$ cat config.mk
export PLATFORM = sky130hd
export DESIGN_NAME = video_gray_converter
export DESIGN_NICKNAME = d
export VERILOG_FILES = /design/src/rtl/video_gray_converter.sv
export SDC_FILE = /design/constraint.sdc
export NUM_CORES = 1
export LEC_CHECK = 0
export ABC_AREA = 1
export BUFFER_PORTS_ARGS = -buffer_cell sky130_fd_sc_hd__buf_4
export CAP_MARGIN = 5
export CORE_MARGIN = 3
export CORE_UTILIZATION = 35
export CTS_CLUSTER_DIAMETER = 100
export DETAILED_ROUTE_END_ITERATION = 8
export PLACE_DENSITY_LB_ADDON = 0.12
export RECOVER_POWER = 25
export SLEW_MARGIN = 15
export SYNTH_ARGS = -nofsm -noshare
export SYNTH_HDL_FRONTEND = slang
export SYNTH_SLANG_ARGS = --single-unit
$ cat constraint.sdc
create_clock -name Clock -period 7.2 [get_ports Clock]
set_clock_uncertainty 0.15 [all_clocks]
set_input_delay 1.08 -clock Clock [delete_from_list [all_inputs] [get_ports Clock]]
set_output_delay 1.08 -clock Clock [all_outputs]
set_load 0.01 [all_outputs]
$ cat src/rtl/video_gray_converter.sv
// RGB-to-luma converter: pulls 24-bit pixels, emits 8-bit Y tagged with sof/eol through a small FWFT FIFO.
// Latency: a pixel captured at edge k is written to the FIFO at edge k+2 and is visible from then on.
// Backpressure: credit-based; VideoReady drops once FIFO occupancy plus in-flight pixels reach FIFO_DEPTH.
module video_gray_converter #(
  parameter int H_ACTIVE   = 800,
  parameter int V_ACTIVE   = 600,
  parameter int FIFO_DEPTH = 4
) (
  input  logic        Clock,
  input  logic        Reset,
  input  logic        Enable,
  input  logic [23:0] video,
  output logic        VideoReady,
  output logic [7:0]  gray_data,
  output logic        gray_sof,
  output logic        gray_eol,
  output logic        gray_valid,
  input  logic        gray_ready
);

  localparam int AW = $clog2(FIFO_DEPTH);
  localparam int CW = AW + 2;
  localparam int XW = (H_ACTIVE > 1) ? $clog2(H_ACTIVE) : 1;
  localparam int YW = (V_ACTIVE > 1) ? $clog2(V_ACTIVE) : 1;
  localparam logic [XW-1:0] X_LAST = XW'(H_ACTIVE - 1);
  localparam logic [YW-1:0] Y_LAST = YW'(V_ACTIVE - 1);

  // Raster position of the next pixel to be captured
  logic [XW-1:0] x_q, x_d;
  logic [YW-1:0] y_q, y_d;

  // Stage 1: weighted colour products
  logic [15:0] pr_q, pg_q, pb_q;
  logic        s1_vld_q, s1_sof_q, s1_eol_q;

  // Stage 2: luma
  logic [7:0]  y_lum_q;
  logic        s2_vld_q, s2_sof_q, s2_eol_q;
  logic [15:0] lum_sum;

  // FIFO storage: {sof, eol, Y}
  logic [9:0]    mem_q [FIFO_DEPTH];
  logic [AW-1:0] wr_ptr_q, rd_ptr_q;
  logic [AW:0]   count_q, count_d;
  logic [9:0]    head;
  logic          push, pop, capture;
  logic [CW-1:0] credits;

  // Credits count every pixel already accepted but not yet popped, so the FIFO can never overflow.
  assign credits    = CW'(count_q) + CW'(s1_vld_q) + CW'(s2_vld_q);
  assign VideoReady = Reset & Enable & (credits < CW'(FIFO_DEPTH));
  assign capture    = VideoReady;
  assign push       = s2_vld_q;
  assign pop        = gray_valid & gray_ready;

  // Next raster position; only a capture moves it, so an Enable gap holds the position
  always_comb begin
    x_d = x_q;
    y_d = y_q;
    if (capture) begin
      if (x_q == X_LAST) begin
        x_d = '0;
        y_d = (y_q == Y_LAST) ? '0 : y_q + 1'b1;
      end else begin
        x_d = x_q + 1'b1;
      end
    end
  end

  // Raster counter registers
  always_ff @(posedge Clock) begin
    if (!Reset) begin
      x_q <= '0;
      y_q <= '0;
    end else begin
      x_q <= x_d;
      y_q <= y_d;
    end
  end

  // Stage 1: register the three products and the position flags of the captured pixel
  always_ff @(posedge Clock) begin
    if (!Reset) begin
      s1_vld_q <= 1'b0;
      s1_sof_q <= 1'b0;
      s1_eol_q <= 1'b0;
      pr_q     <= '0;
      pg_q     <= '0;
      pb_q     <= '0;
    end else begin
      s1_vld_q <= capture;
      if (capture) begin
        pr_q     <= 16'd77  * {8'd0, video[23:16]};
        pg_q     <= 16'd150 * {8'd0, video[15:8]};
        pb_q     <= 16'd29  * {8'd0, video[7:0]};
        s1_sof_q <= (x_q == '0) && (y_q == '0);
        s1_eol_q <= (x_q == X_LAST);
      end
    end
  end

  // Weights sum to 256, so the sum of products never exceeds 65280 and fits 16 bits
  assign lum_sum = pr_q + pg_q + pb_q;

  // Stage 2: truncate the weighted sum to 8-bit luma
  always_ff @(posedge Clock) begin
    if (!Reset) begin
      s2_vld_q <= 1'b0;
      s2_sof_q <= 1'b0;
      s2_eol_q <= 1'b0;
      y_lum_q  <= '0;
    end else begin
      s2_vld_q <= s1_vld_q;
      if (s1_vld_q) begin
        y_lum_q  <= lum_sum[15:8];
        s2_sof_q <= s1_sof_q;
        s2_eol_q <= s1_eol_q;
      end
    end
  end

  // FIFO storage write; contents need no reset because the outputs are gated by occupancy
  always_ff @(posedge Clock) begin
    if (push) begin
      mem_q[wr_ptr_q] <= {s2_sof_q, s2_eol_q, y_lum_q};
    end
  end

  // Occupancy next state; simultaneous push and pop cancel
  always_comb begin
    count_d = count_q;
    case ({push, pop})
      2'b10:   count_d = count_q + 1'b1;
      2'b01:   count_d = count_q - 1'b1;
      default: count_d = count_q;
    endcase
  end

  // FIFO pointers and occupancy; pointer width makes the wrap modulo FIFO_DEPTH
  always_ff @(posedge Clock) begin
    if (!Reset) begin
      wr_ptr_q <= '0;
      rd_ptr_q <= '0;
      count_q  <= '0;
    end else begin
      if (push) wr_ptr_q <= wr_ptr_q + 1'b1;
      if (pop)  rd_ptr_q <= rd_ptr_q + 1'b1;
      count_q <= count_d;
    end
  end

  // First-word-fall-through head, forced to zero while empty
  assign head       = mem_q[rd_ptr_q];
  assign gray_valid = (count_q != '0);
  assign gray_data  = gray_valid ? head[7:0] : 8'd0;
  assign gray_eol   = gray_valid & head[8];
  assign gray_sof   = gray_valid & head[9];

endmodule

==> results.md <==
* RR Startpoint: s1_vld_q
* CTS tree: yes
* Router iterations before antenna repair at 5
* GRT Residual Overflow at 0
* Max Cap Viol at 0
* Routed Wire Length at 20.8 mm
* Starting density of the core at 36.2%
* Final worst slack at 2.82 ns
* Dpl hpwl at 15.9 mm
* Slew headroom at 49.9%
* Num ports at 40
* Initial antenna violation count at 0
* Power density cells at 266 nW/um2
* Die Footprint at 28400 um2
* Chip height at 168 um
* WL/cell at 13.2 um
* H-tree depth at 4
* TritonCTS Buffers at 17
* ANT cells at 0
* R2R setup slack at 4.55 ns
* Worst R2R Path Depth at 9
* Clock Latency Late Sink at 0.42 ns
* Hold EP: s2_sof_q
* Port bufs at 39
* Synth Register Bits at 126
* Hold-critical path depth at 2
* Area leader, netlist: dfxtp_1
* ANT nets after route at 0
* RSZ-0062 raised after global routing: no
* Worst Hold Class: reg -> reg
* Crit start category: input port
* RR Endpoint: x_q[5]
* Syn-to-layout area delta at 12.4%
* Net Count, Synth at 1391
* Crit path time final at 4.38 ns
* # rows at 58
* Most area-consuming cells after synthesis: dfxtp_1, ha_1, edfxtp_1
* Gate Count Post-Synth at 1201
* Cell Chain, Critical Path: buf_4, inv_2, nor2_1, nand2_2, buf_4, inv_4, buf_4
* Global-route wire length before repair at 36.2 mm
* Fmax achieved at 228 MHz
* Final Cycle Share at 60.9%
* Fin area at 10400 um2
* Worst VDD drop at 0.186 mV
* Avg Inst Size Synth at 7.69 um2
* Finished Layout Cells at 1577
* Status: finished, final reports clean
* Slowest Stage Delay on Critical Path at 0.49 ns
* Worst Path Max Fanout at 65
* Share of the synthesized area in the top cell type at 18.6%
* Crit end category: output pin
* Via Count at 7440
* Pin count of the biggest net entering global routing at 66
* Bufs on Longest Clock Path at 2
* Total Routing Usage GR at 15.6%
* Worst Hold Launch: s1_sof_q
* Clock transition at path regs at 0.05 ns
* Slowest-stage cell, CP: buf_4
* Mapped Area at 9240 um2
* DR DRC count at 0
* Worst path top cell family by delay: buffers and inverters
* WS Path Type: in -> out
* Sequential fraction of the synthesis area at 31.6%
* Dpl cells at 1545
* Most used cell, CP: buf_4
* CP arrival at 3.15 ns
* Hold_buf cts at 0
* Buf/Inv on CP at 5
* Final setup violating endpoints at 0
* Iter 0 DRT Violations at 344
* Post-route setup TNS at 0 ns
* Chip width at 168 um
* Place WS at 2.71 ns
* Ys Warns at 0
* DP Area at 9820 um2
* # resized after CTS at 0
* Clock tree sinks at 126
* Max Slew Vio Count at 0
* Worst slew pin tran at 0.751 ns
* Total core area at 25500 um2
* Leakage power at 5.07 nW
* Post-CTS Setup Bufs at 0
* Nets@finish at 1424
* Yosys cell types at 32
* Vias in the first global route at 7391
* Via density at 4.72
* Worst path required time at 5.97 ns
* Final Hold Fails at 0
* CTS root buf: clkbuf_16
* GPL Wtd Cong at 0.816
* Share of cells above drive strength 1 at 6.42%
layout make-up:
| cell class | count | area, um2 |
|---|---|---|
| Fill cell | 2720 | 15200 |
| Clock inverter | 14 | 141 |
| Clock buffer | 18 | 429 |
| Timing Repair Buffer | 41 | 308 |
| Sequential cell | 126 | 2920 |
| Multi-Input combinational cell | 859 | 5460 |
| Inverter | 189 | 712 |
| Tap cell | 330 | 413 |
tightest hold or removal path, delay by kind of cell (launching register included):
family	cells	cell delay [ns]
flip-flops	1	0.32
AND/OR/NAND/NOR	2	0.13
placed cells by master (no fill, tap or decap), types with 22 or more instances in the layout:
cell,Yosys,routed
nand4_1,22,22
inv_1,185,185
buf_4,3,41
ha_1,123,123
fa_1,39,39
dfxtp_1,86,86
nand2_1,258,257
nand3_1,83,83
edfxtp_1,40,40
nor2_1,124,124
o21ai_0,69,69
a21oi_1,83,83
synth_stat cells, drive strengths merged:
| master | number |
|---|---|
| a21oi | 83 |
| o21ai | 77 |
| o21bai | 5 |
| nand2 | 258 |
| ha | 123 |
| and2 | 2 |
| clkinv | 1 |
| inv | 188 |
| nand4 | 22 |
| xnor2 | 9 |
| buf | 16 |
| dfxtp | 86 |
| or2 | 2 |
| a31oi | 3 |
| xor2 | 7 |
| o21a | 1 |
| fa | 39 |
| clkbuf | 11 |
| nand3 | 83 |
| nand3b | 1 |
| edfxtp | 40 |
| nor2 | 125 |
| nor4 | 2 |
| nor3 | 17 |
sequential cells by signal, indices dropped and copies added (netlist names), named ones only:
register,flops
mem_q,40
pg_q,15
pr_q,15
pb_q,13
x_q,10
y_q,10
y_lum_q,8
count_q,3
rd_ptr_q,2
wr_ptr_q,2
push,1
s1_eol_q,1
s1_sof_q,1
s1_vld_q,1
s2_eol_q,1
s2_sof_q,1
routing by layer:
metal  vias up  track usage [%]  part of all wire (%)
li1       3976                -                     -
met1      3358             20.9                    50
met2        90             26.2                    46
met3        16             2.36                   2.4
met4         0             4.23                   1.2
met5         -                0                     0
worst max path at each step:
stage,startpoint,to,slack (ns),cells past startpoint
2_1_floorplan,video[12],pg_q[13],3.28,15
6_report,Reset,VideoReady,2.82,7
5_1_grt,Reset,VideoReady,2.51,7
3_5_place_dp,Reset,VideoReady,2.71,7
3_3_place_gp,Reset,VideoReady,2.74,7
4_1_cts,Reset,VideoReady,2.70,7
report_power, final:
part           internal [mW]  leakage [nW]  switching (mW)
sequential             0.808          1.08          0.0767
combinational          0.397          3.71           0.640
clock                  0.508         0.277           0.328
kinds of logic (layout without fill, tap and decap cells):
kind of cell,count (synthesis),after routing,synth area share (%)
adders and majority gates,162,162,25.1
AOI/OAI and AO/OA,169,169,9.36
and+or+nand+nor,512,512,23.1
DFF,126,126,31.6
xor gates and xnor gates,16,16,1.52
buffers and inverters,216,262,9.28
per-stage QoR:
| stage | total power, mW | hold WS, ns | utilization (%) |
|---|---|---|---|
| detailed placement | 1.94 | 0.311 | 38.4 |
| CTS | 2.79 | 0.325 | 40.7 |
| global route | 3.01 | 0.349 | 40.7 |
| finish | 2.76 | 0.326 | 40.7 |
| global placement | 1.94 | 0.307 | 38.4 |
| floorplan | 1.66 | 0.286 | - |
Power figures use the tool's default switching activity.
